### config.mk
export PLATFORM = sky130hd
export DESIGN_NAME = muxn_reg_arb
export DESIGN_NICKNAME = d
export VERILOG_FILES = /design/src/rtl/muxn_pkg.sv /design/src/rtl/muxn_reg_arb_rr_arbiter.sv /design/src/rtl/muxn_reg_arb.sv
export SDC_FILE = /design/constraint.sdc
export NUM_CORES = 1
export LEC_CHECK = 0
export CAP_MARGIN = 10
export CELL_PAD_IN_SITES_DETAIL_PLACEMENT = 1
export CELL_PAD_IN_SITES_GLOBAL_PLACEMENT = 2
export CORE_ASPECT_RATIO = 1.1
export CORE_UTILIZATION = 21
export CTS_BUF_LIST = sky130_fd_sc_hd__clkbuf_8 sky130_fd_sc_hd__clkbuf_16
export DETAILED_ROUTE_END_ITERATION = 8
export PLACE_DENSITY_LB_ADDON = 0.08
export SLEW_MARGIN = 20
export SYNTH_ARGS = -nofsm -noshare
export SYNTH_HDL_FRONTEND = slang
export SYNTH_SLANG_ARGS = --single-unit
### constraint.sdc
create_clock -name i_clk -period 4.4 [get_ports i_clk]
set_input_delay 0.88 -clock i_clk [delete_from_list [all_inputs] [get_ports i_clk]]
set_output_delay 0.88 -clock i_clk [all_outputs]
set_load 0.03 [all_outputs]
### src/rtl/muxn_pkg.sv
// Shared types and helpers for the muxn_reg_arb channel merger.
package muxn_pkg;

    typedef enum logic {
        MODE_SEL = 1'b0,
        MODE_RR  = 1'b1
    } mode_e;

    // Modulo-n increment of a channel index (n-1 wraps to 0).
    function automatic int wrap_inc(input int idx, input int n);
        return (idx >= n - 1) ? 0 : idx + 1;
    endfunction

endpackage

### src/rtl/muxn_reg_arb_rr_arbiter.sv
// Combinational round-robin arbiter: first set request scanning from ptr upward, modulo NUM_CH.
module rr_arbiter
    import muxn_pkg::*;
#(
    parameter  int NUM_CH = 4,
    localparam int SEL_W  = $clog2(NUM_CH)
) (
    input  logic [NUM_CH-1:0] req,
    input  logic [SEL_W-1:0]  ptr,
    output logic [SEL_W-1:0]  grant,
    output logic              found
);

    logic [SEL_W-1:0] idx;

    always_comb begin
        grant = '0;
        found = 1'b0;
        idx   = ptr;
        for (int i = 0; i < NUM_CH; i++) begin
            if (!found && req[idx]) begin
                found = 1'b1;
                grant = idx;
            end
            idx = SEL_W'(wrap_inc(int'(idx), NUM_CH));
        end
    end

endmodule

### src/rtl/muxn_reg_arb.sv
// N-channel registered multiplexer with valid/ready handshaking and
// external-select or round-robin channel selection.
module muxn_reg_arb
    import muxn_pkg::*;
#(
    parameter  int WIDTH  = 32,
    parameter  int NUM_CH = 4,
    localparam int SEL_W  = $clog2(NUM_CH)
) (
    input  logic                         i_clk,
    input  logic                         i_reset,
    input  mode_e                        i_mode,
    input  logic [SEL_W-1:0]             i_sel,
    input  logic [NUM_CH-1:0]            i_valid,
    input  logic [NUM_CH-1:0][WIDTH-1:0] i_data,
    output logic [NUM_CH-1:0]            o_ready,
    output logic                         o_valid,
    output logic [WIDTH-1:0]             o_data,
    output logic [SEL_W-1:0]             o_ch,
    input  logic                         i_ready
);

    logic [SEL_W-1:0] ptr;
    logic [SEL_W-1:0] rr_grant;
    logic             rr_found;
    logic             sel_found;
    logic [SEL_W-1:0] grant;
    logic             found;
    logic             load_en;
    logic             xfer;
    logic [WIDTH-1:0] grant_data;

    logic             vld_p1;
    logic [WIDTH-1:0] data_p1;
    logic [SEL_W-1:0] ch_p1;

    rr_arbiter #(.NUM_CH(NUM_CH)) u_rr (
        .req   (i_valid),
        .ptr   (ptr),
        .grant (rr_grant),
        .found (rr_found)
    );

    // An out-of-range select matches no channel, so it never grants.
    always_comb begin
        sel_found = 1'b0;
        for (int k = 0; k < NUM_CH; k++) begin
            if (i_sel == SEL_W'(k)) sel_found = i_valid[k];
        end
    end

    assign load_en = !vld_p1 || i_ready;
    assign grant   = (i_mode == MODE_RR) ? rr_grant : i_sel;
    assign found   = (i_mode == MODE_RR) ? rr_found : sel_found;
    assign xfer    = load_en && found;

    always_comb begin
        o_ready    = '0;
        grant_data = '0;
        for (int k = 0; k < NUM_CH; k++) begin
            if (grant == SEL_W'(k)) begin
                o_ready[k] = xfer && !i_reset;
                grant_data = i_data[k];
            end
        end
    end

    // Stage p1: output register; ptr advances past every granted channel.
    always_ff @(posedge i_clk or posedge i_reset) begin
        if (i_reset) begin
            vld_p1  <= 1'b0;
            data_p1 <= '0;
            ch_p1   <= '0;
            ptr     <= '0;
        end else if (xfer) begin
            vld_p1  <= 1'b1;
            data_p1 <= grant_data;
            ch_p1   <= grant;
            ptr     <= SEL_W'(wrap_inc(int'(grant), NUM_CH));
        end else if (load_en) begin
            vld_p1  <= 1'b0;
        end
    end

    assign o_valid = vld_p1;
    assign o_data  = data_p1;
    assign o_ch    = ch_p1;

endmodule
==> flow_summary.ini <==
[global_routing]
grt_max_degree = 65
grt_antenna_before_repair = 0
grt_pass1_vias = 3283
track_usage = 0.155
grt_overflow = 0
grt_pass1_wl_um = 17500

[timing]
min_period_ns = 4.21
fin_hold_ws_ns = 0.507
relSlewSlack = 0.652
max_freq_mhz = 237
period_share = 0.957
tns_ns = 0
fin_skew_ns = 0.00465
hold_viol_final = 0
tightest_slew_ns = 0.522
finalSetupViolCount = 0
rsz0062_at_grt = no
drv_slew = 0

[drt]
vias = 3152
antenna_left = 0
wirelength_um = 11600
firstDrtPassIters = 4
drt_first_iter_violations = 110
wl_per_cell_um = 17.7
via_per_inst = 4.79
route.detailed.drc = 0

[power]
irDropWorstVdd_mv = 0.213
p_sw_mw = 1.48
p_leak_nw = 2.02
pwr-share-clk = 0.107
pwr-share-seq = 0.185
combPwrFrac = 0.708
power.internal_mw = 1.91
power.density_nw_per_um2 = 665
netSwitchingFraction = 0.436

[worst_setup_path]
endpoint_kind = primary output
arrival_ns = 3.33
worstRegToRegCells = 12
worstReg2RegStart = ptr[0]$_DFFE_PP0P_
setup.worst_path.class = input port to primary output
regToRegEndpoint = o_data[2]$_DFFE_PP0P_
cp.required_ns = 3.52
crit_fanout = 12
critPathLaunchType = input port
r2r_slack_ns = 0.67

[cts]
numCtsBuffers = 5
cts_buffer_depth = 2
clock_sinks = 37
hold_buffers = 0
clkLatencyLatePin_ns = 0.28
h-tree-depth = 2
path_clk_slew_ns = 0.05
clockRootBuffer = clkbuf_16
cts_tree = done

[yosys]
ys.flop_type = dfrtp_1
synth-seq-cells = 37
synth_area_um2 = 3020
synth_fp_nets = 449
seq_area_frac_synth = 0.307
synth_warnings = 0
netlist_instances = 306
synth_edf_count = 0
ys_top_cells_by_area = dfrtp_1 (31%), mux2_4 (17%), a221oi_1 (9.0%), o31ai_1 (8.7%), nor2b_1 (7.3%)
ys_types = 45
synth_top_cell_by_area = dfrtp_1
syn_avg_cell_area_um2 = 9.85
async_flop_share = 1.00
synth_top_area_frac = 0.307

[floorplanning]
core_um2 = 13900
row_count = 45
die_w_um = 116
die_area_um2 = 14800
initial_utilization = 0.217
ios = 177
die_h_um = 128

[final_layout]
syn2layout_area_growth_pct = 69.0
antenna_cells = 0
final_area_um2 = 5100
drive_gt1_frac = 0.147
layout.nets = 613
post-route-util = 0.367
final_common_cell = clkdlybuf4s50_1
final_cell_mix = clkdlybuf4s50_1 (171), nand2_1 (37), dfrtp_1 (37)

[run]
drv_cap = 0

[placement]
place.gp.congestion = 0.724
place_area_um2 = 4940
port-buffer-count = 176
hpwl_um = 8620

[hold_path]
hold_depth = 1
hp-start = o_data[1]$_DFFE_PP0P_
whs_endpoint = o_data[1]$_DFFE_PP0P_
hold_path.class = register to register

[status]
outcome = completed
sequential cells by signal (all words and copies together) (netlist names):
name and count:
o_valid 1, o_ch 2, o_data 32, ptr 2
cells by family (layout without fill, tap and decap cells):
logic type                 Yosys count  after routing  synth area share
buffers and inverters               35            199            0.0581
muxes                               43             43             0.209
and+or+nand+nor                     97             97             0.172
DFF                                 37             37             0.307
AOI/OAI and AO/OA                   89             89             0.233
adders and majority gates            5              5            0.0207
cell usage after synthesis (2+ instances only):
cell	n
o211ai_1	2
a21oi_1	6
nor2_1	4
o21ai_0	2
a31oi_1	3
inv_1	4
nand2_1	37
and3_1	4
clkbuf_1	21
ha_1	5
mux2i_1	3
dfrtp_1	37
mux2_2	4
and3b_1	2
buf_2	5
mux2_4	34
buf_6	5
nand2b_1	2
and2_1	2
o31ai_1	35
nor2b_1	35
a221oi_1	31
per-stage QoR:
| step | setup slack (ns) | power (mW) | std cells |
|---|---|---|---|
| finish | 0.189 | 3.39 | 658 |
| global placement | 0.198 | 3.04 | 650 |
| global route | 0.0465 | 3.64 | 658 |
| detailed placement | 0.139 | 3.05 | 650 |
| CTS | 0.174 | 3.44 | 657 |
| floorplan | 0.404 | 2.23 | 306 |
power by group through the flow:
stage	Clock (mW)	Sequential, mW	Combinational [mW]
5_1_grt	0.388	0.652	2.60
3_5_place_dp	0	0.626	2.43
2_1_floorplan	0	0.901	1.33
6_report	0.362	0.627	2.40
4_1_cts	0.376	0.628	2.44
3_3_place_gp	0	0.623	2.41
layer usage:
layer  wire length, um  global-route usage
met5                 0                   0
met4                89              0.0317
met3              1020              0.0487
met2              5590               0.270
met1              4920               0.184
worst max path at each step:
| stage | to | start | slack, ns | depth (start not counted) |
|---|---|---|---|---|
| 2_1_floorplan | o_ready[3] | i_valid[3] | 0.40 | 10 |
| 3_3_place_gp | o_ready[1] | i_valid[2] | 0.20 | 9 |
| 3_5_place_dp | o_data[2]$_DFFE_PP0P_ | i_valid[3] | 0.14 | 12 |
| 4_1_cts | o_ready[0] | i_valid[3] | 0.17 | 9 |
| 5_1_grt | o_ready[0] | i_valid[3] | 0.05 | 9 |
| 6_report | o_ready[1] | i_valid[3] | 0.19 | 9 |
timing repair:
item                                    4_1_cts  5_1_grt
hold endpoints to repair                      0        0
resized for setup                             0        1
buffers inserted                              0        1
endpoints found under the setup margin        0        3
cell type report:
class                   count  area (um^2)
repair buffers            188         1860
multi-input cells         234         1920
fillers                  1602         8810
inverters                   4         15.0
well taps                 188          235
clock buffers               6          139
flip-flops and latches     37          926
clock inverters             1         3.75
worst max-delay path, stage by stage:
cell and delay [ns]:
clkdlybuf4s50_1 0.60, mux2_2 0.41, mux2_2 0.29, o31ai_1 0.25, o211ai_1 0.16, and2_1 0.18, ha_1 0.24, and3_1 0.16
buf_4 0.17
(Power assumes the default switching activity.)
